## src/rtl/lut_cfg_loader.sv

```systemverilog
// lut_cfg_loader: deserialises framed bitstreams into LUT config words and pulses one target's enable per good frame
//   cclk       configuration clock, all state on posedge
//   rst        asynchronous active-high reset
//   bs_valid   bitstream beat valid
//   bs_data    bitstream bit
//   bs_sof     start-of-frame, qualifies the first beat of a frame
//   bs_ready   loader accepts a beat this cycle (low only in COMMIT)
//   err_clr    clears the sticky error
//   config_out config word broadcast to all targets
//   cen_out    one-hot per-target config enable, high for the single COMMIT cycle
//   busy       high whenever a frame is in progress or committing
//   err        sticky frame error (bad parity, bad address, or aborted frame)
//   frames_ok  saturating count of committed frames
module lut_cfg_loader #(
    parameter int INPUTS      = 4,
    parameter int MEM_SIZE    = 2**INPUTS,
    parameter int CFG_WIDTH   = 2*MEM_SIZE+1,
    parameter int NUM_TARGETS = 4
) (
    input  logic                   cclk,
    input  logic                   rst,
    input  logic                   bs_valid,
    input  logic                   bs_data,
    input  logic                   bs_sof,
    output logic                   bs_ready,
    input  logic                   err_clr,
    output logic [CFG_WIDTH-1:0]   config_out,
    output logic [NUM_TARGETS-1:0] cen_out,
    output logic                   busy,
    output logic                   err,
    output logic [7:0]             frames_ok
);
    localparam int ADDR_W = $clog2(NUM_TARGETS);
    localparam int CNT_W  = $clog2(CFG_WIDTH + ADDR_W + 1);

    typedef enum logic [2:0] {IDLE, ADDR, DATA, PARITY, COMMIT} state_t;

    state_t              state, state_nxt;
    logic [ADDR_W-1:0]   addr_sr;
    logic [CFG_WIDTH-1:0] data_sr;
    logic [CNT_W-1:0]    cnt;
    logic                par;
    logic                beat, start, last_addr, last_data, frame_ok, err_set;

    assign bs_ready  = state != COMMIT;
    assign busy      = state != IDLE;
    assign beat      = bs_valid & bs_ready;
    // any accepted sof beat starts a fresh frame, even mid-frame
    assign start     = beat & bs_sof;
    assign last_addr = cnt == CNT_W'(ADDR_W - 1);
    assign last_data = cnt == CNT_W'(CFG_WIDTH - 1);
    // par holds the XOR of address and payload bits; the parity beat must cancel it
    assign frame_ok  = !(par ^ bs_data) && ({1'b0, addr_sr} < (ADDR_W+1)'(NUM_TARGETS));
    assign err_set   = (start && state != IDLE) || (beat && !bs_sof && state == PARITY && !frame_ok);
    assign cen_out   = state == COMMIT ? NUM_TARGETS'(1) << addr_sr : '0;

    always_ff @(posedge cclk or posedge rst) begin
        if (rst) state <= IDLE;
        else     state <= state_nxt;
    end

    always_comb begin
        state_nxt = state;
        if (start) state_nxt = ADDR_W == 1 ? DATA : ADDR;
        else begin
            case (state)
                ADDR:    if (beat && last_addr) state_nxt = DATA;
                DATA:    if (beat && last_data) state_nxt = PARITY;
                PARITY:  if (beat) state_nxt = frame_ok ? COMMIT : IDLE;
                COMMIT:  state_nxt = IDLE;
                default: state_nxt = state;
            endcase
        end
    end

    always_ff @(posedge cclk or posedge rst) begin
        if (rst) begin
            addr_sr    <= '0;
            data_sr    <= '0;
            cnt        <= '0;
            par        <= 1'b0;
            config_out <= '0;
            frames_ok  <= '0;
            err        <= 1'b0;
        end else begin
            // a new error wins over a simultaneous clear
            err <= err_set | (err & ~err_clr);
            if (start) begin
                addr_sr <= ADDR_W'(bs_data);
                cnt     <= ADDR_W == 1 ? '0 : CNT_W'(1);
                par     <= bs_data;
            end else if (beat) begin
                case (state)
                    ADDR: begin
                        addr_sr <= (addr_sr << 1) | ADDR_W'(bs_data);
                        cnt     <= last_addr ? '0 : cnt + CNT_W'(1);
                        par     <= par ^ bs_data;
                    end
                    DATA: begin
                        data_sr <= (data_sr << 1) | CFG_WIDTH'(bs_data);
                        cnt     <= last_data ? '0 : cnt + CNT_W'(1);
                        par     <= par ^ bs_data;
                    end
                    PARITY: begin
                        if (frame_ok) begin
                            config_out <= data_sr;
                            frames_ok  <= frames_ok != 8'hFF ? frames_ok + 8'd1 : frames_ok;
                        end
                    end
                    default: ;
                endcase
            end
        end
    end
endmodule

```

## config.mk

```make
export PLATFORM = sky130hd
export DESIGN_NAME = lut_cfg_loader
export DESIGN_NICKNAME = d
export VERILOG_FILES = /design/src/rtl/lut_cfg_loader.sv
export SDC_FILE = /design/constraint.sdc
export NUM_CORES = 1
export LEC_CHECK = 0
export ABC_CLOCK_PERIOD_IN_PS = 2480
export CAP_MARGIN = 5
export CORE_UTILIZATION = 55
export CTS_CLUSTER_SIZE = 16
export DETAILED_ROUTE_END_ITERATION = 16
export DONT_BUFFER_PORTS = 1
export PLACE_DENSITY_LB_ADDON = 0.05
export SLEW_MARGIN = 20
export SYNTH_ARGS = -nofsm -noshare
export SYNTH_HDL_FRONTEND = slang
export SYNTH_SLANG_ARGS = --single-unit
```

## constraint.sdc

```tcl
create_clock -name cclk -period 2.48 [get_ports cclk]
set_clock_uncertainty 0.1 [all_clocks]
set_input_delay 0.248 -clock cclk [delete_from_list [all_inputs] [get_ports cclk]]
set_output_delay 0.248 -clock cclk [all_outputs]
set_load 0.01 [all_outputs]
```

==> metrics.txt <==
Fmax=about 440 MHz; Mapped Nets=approximately 290; family with the most delay on the worst path=simple AND/OR/NAND/NOR gates; crit share post-route=0.9070; syn avg cell area=between 10 and 15 µm²; htree depth=3; Post-Synth XOR/XNOR Area=0.02771; Worst-Margin Slew=between 600 and 700 ps; Post-Synth Adder-Cell Area=0.01320; crit path cell chain=buf_4 -> nor3b_4 -> buf_4 -> inv_1 -> nor3b_1; synthesis-to-finish area growth=10.72%; CTS root buf=clkbuf_8; Post-Synthesis Cells=~280; antenna violations before repair=0; critical-path maximum fanout=6; CTS tree=built; GRT Total Usage=0.1992; number of global-route vias before repair=between 2,000 and 2,500; layout cell share with drive strength beyond 1=0.3446; Clock Latency Late Sink=between 300 and 400 ps; final core occ=0.6465; Final Max Slew Viols=0; distinct cell type count after synthesis=44; Netlist Area Pre-Place=3792 µm²; Post-Synth Simple-Gate Area=0.09502; flop2flop setup slack=330 ps; num ports=between 50 and 60; DP HPWL=approximately 4.2 mm; Leak=a little over 2 nW; Post-CTS Resized=0; worst hold path type=input port to flop; Max Cap Violations=0; Critical Path Sink Type=primary output; Worst Setup SP=state[1]; unrepaired setup endpoints after global routing=false; setup TNS=0 ps; port buffer count=0; Vias/cell=5.820; worst r2r src=cnt[0]; chip height=85.04 µm; Avg WL per Cell=about 17 µm; first-pass iteration count of the detailed router=4; Hold Violations, Final=0; area of the die=between 7000 and 8000 µm²; CTS Hold Bufs=6; Post-CTS Setup Inserts=0; top post-synthesis cells by area=dfrtp_1, mux2_2, xnor2_1, buf_6, nand2_1; dpl ws=about 340 ps; Reg2Reg Depth=7; crit start category=flop; vias=roughly 2,200; fin nets=301; worst path buffer plus inverter count=3; Synth warnings=0; Synth async-reset ratio=1.000; largest family of logic cells by synthesized area=multiplexers; Rows=29; mux share of post-synthesis cell area=0.2055; sequential area share after synthesis=0.5741; CP max stage cell=dfrtp_1; drt initial violations=76; first-pass GRT wire length=11.09 mm; width of the chip=85.04 µm; Peak VDD IR=approximately 0.46 mV; fin crit period=approximately 2200 ps; CTS buffer count=9; Core Area=~6500 µm²; antenna diode instance count=0; most frequent CP cell=buf_4; max_slew headroom=0.5329; gp weighted congestion=approximately 0.8; synthesized flop and latch total=87; critical path depth=5; Req. time, crit path=roughly 2100 ps; Post-Route WL=slightly above 6 mm; Primary FF master, synth=dfrtp_1; Worst-path clk slew=80 ps; number of routed nets with antenna violations=0; fillers=slightly below 500; Residual DRC=0; Setup crit end=cen_out[2]; Final WS setup=about 230 ps; Crit Path Class=flop to primary output; Clock Path Buffers=2; final setup vio count=0; power density over the cells=between 800 and 900 nW/µm²; starting density of the core=0.5839; Arr. time, crit path=1900 ps; CP peak stage delay=roughly 440 ps; R2R Path End=config_out[29]; status=finished clean; share of the synthesized area in the top cell type=0.5741; area leader, netlist=dfrtp_1; clock sinks=between 80 and 90; gr ovfl total=0; largest net degree at the start of global routing=32; Synth Area in Compound Gates=0.05180; number of enable flip-flop cells after synthesis=0
==> cells in the final DEF, fill, tap and decap left out, drive strengths merged, types with 2 or more instances in the layout <==
master,n
a21oi,7
a31oi,3
and2,2
and2b,3
and3,5
buf,8
bufinv,3
clkbuf,10
clkinvlp,2
dfrtp,87
dlygate4sd3,6
ha,4
inv,9
mux2,68
nand2,15
nand3,5
nand4,7
nor2,10
nor2b,3
nor3,2
nor3b,2
o21a,2
o21ai,7
xnor2,7
xor2,5
==> sequential cells by signal (all words and copies together) (netlist names) <==
register    flops
addr_sr         2
cnt             6
config_out     33
data_sr        33
err             1
frames_ok       8
par             1
state           3
==> layout make-up <==
| type | count | area [µm²] | area share |
|---|---|---|---|
| Multi-Input combinational cell | 171 | 1491 | 0.3552 |
| Clock buffer | 10 | 127.6 | 0.03039 |
| Tap cell | 77 | 96.34 | 0.02294 |
| Timing Repair Buffer | 14 | 157.7 | 0.03754 |
| Sequential cell | 87 | 2177 | 0.5185 |
| Inverter | 8 | 33.78 | 0.008045 |
| Clock inverter | 6 | 115.1 | 0.02741 |
==> through the flow <==
| stage | power [mW] | hold WS, ps | instance area (µm²) | instances |
|---|---|---|---|---|
| after CTS | 3.446 | 7.537 | 4199 | 373 |
| final | 3.410 | 23.95 | 4199 | 373 |
| after detailed placement | 2.237 | 161.3 | 3896 | 351 |
| after global routing | 3.591 | 13.31 | 4199 | 373 |
| after floorplan | 2.128 | 298.6 | 3796 | 278 |
| after global placement | 2.226 | 157.3 | 3896 | 351 |
==> Yosys cell counts (all sizes together), types with 5 or more instances <==
cell / instances
o21ai: 7
a21oi: 7
nand3: 5
inv: 8
nand2: 15
buf: 12
mux2: 68
nor2: 10
xor2: 5
dfrtp: 87
xnor2: 7
and3: 5
nand4: 7
==> worst min-delay path, stage by stage <==
cell     delay [ps]
o21ai_0          60
nand2_1          60
o31ai_1          70
==> worst min path at each step <==
stage / startpoint / endpoint / slack [ps] / cells after the start
3_3_place_gp: rst / config_out[22] / 160 / 1
4_1_cts: bs_valid / state[1] / 8 / 3
6_report: bs_valid / state[1] / 20 / 3
2_1_floorplan: bs_data / data_sr[0] / 300 / 1
3_5_place_dp: rst / data_sr[23] / 160 / 1
5_1_grt: bs_valid / state[1] / 10 / 3
==> routing by layer <==
metal / track usage / part of all wire / up-vias
met5: 0 / 0 / -
met4: 0.09245 / 0.019 / 0
met3: 0.05545 / 0.052 / 10
met2: 0.2940 / 0.46 / 45
met1: 0.2752 / 0.47 / 1099
li1: - / - / 1017
==> cell families (layout without fill, tap and decap cells) <==
| family | count (synthesis) | after routing |
|---|---|---|
| mux | 69 | 69 |
| buf+inv | 20 | 38 |
| compound gates | 25 | 25 |
| xor+xnor | 12 | 12 |
| simple gates | 61 | 61 |
| fa+ha+maj | 4 | 4 |
| flops | 87 | 87 |
==> where the power goes <==
part	switching [mW]	leakage, nW	internal [mW]
Combinational	0.313	0.751	0.266
Clock	0.505	0.117	0.677
Sequential	0.139	1.20	1.51
Total	0.956	2.07	2.45
Note: power is estimated with default switching activity, not from simulation.
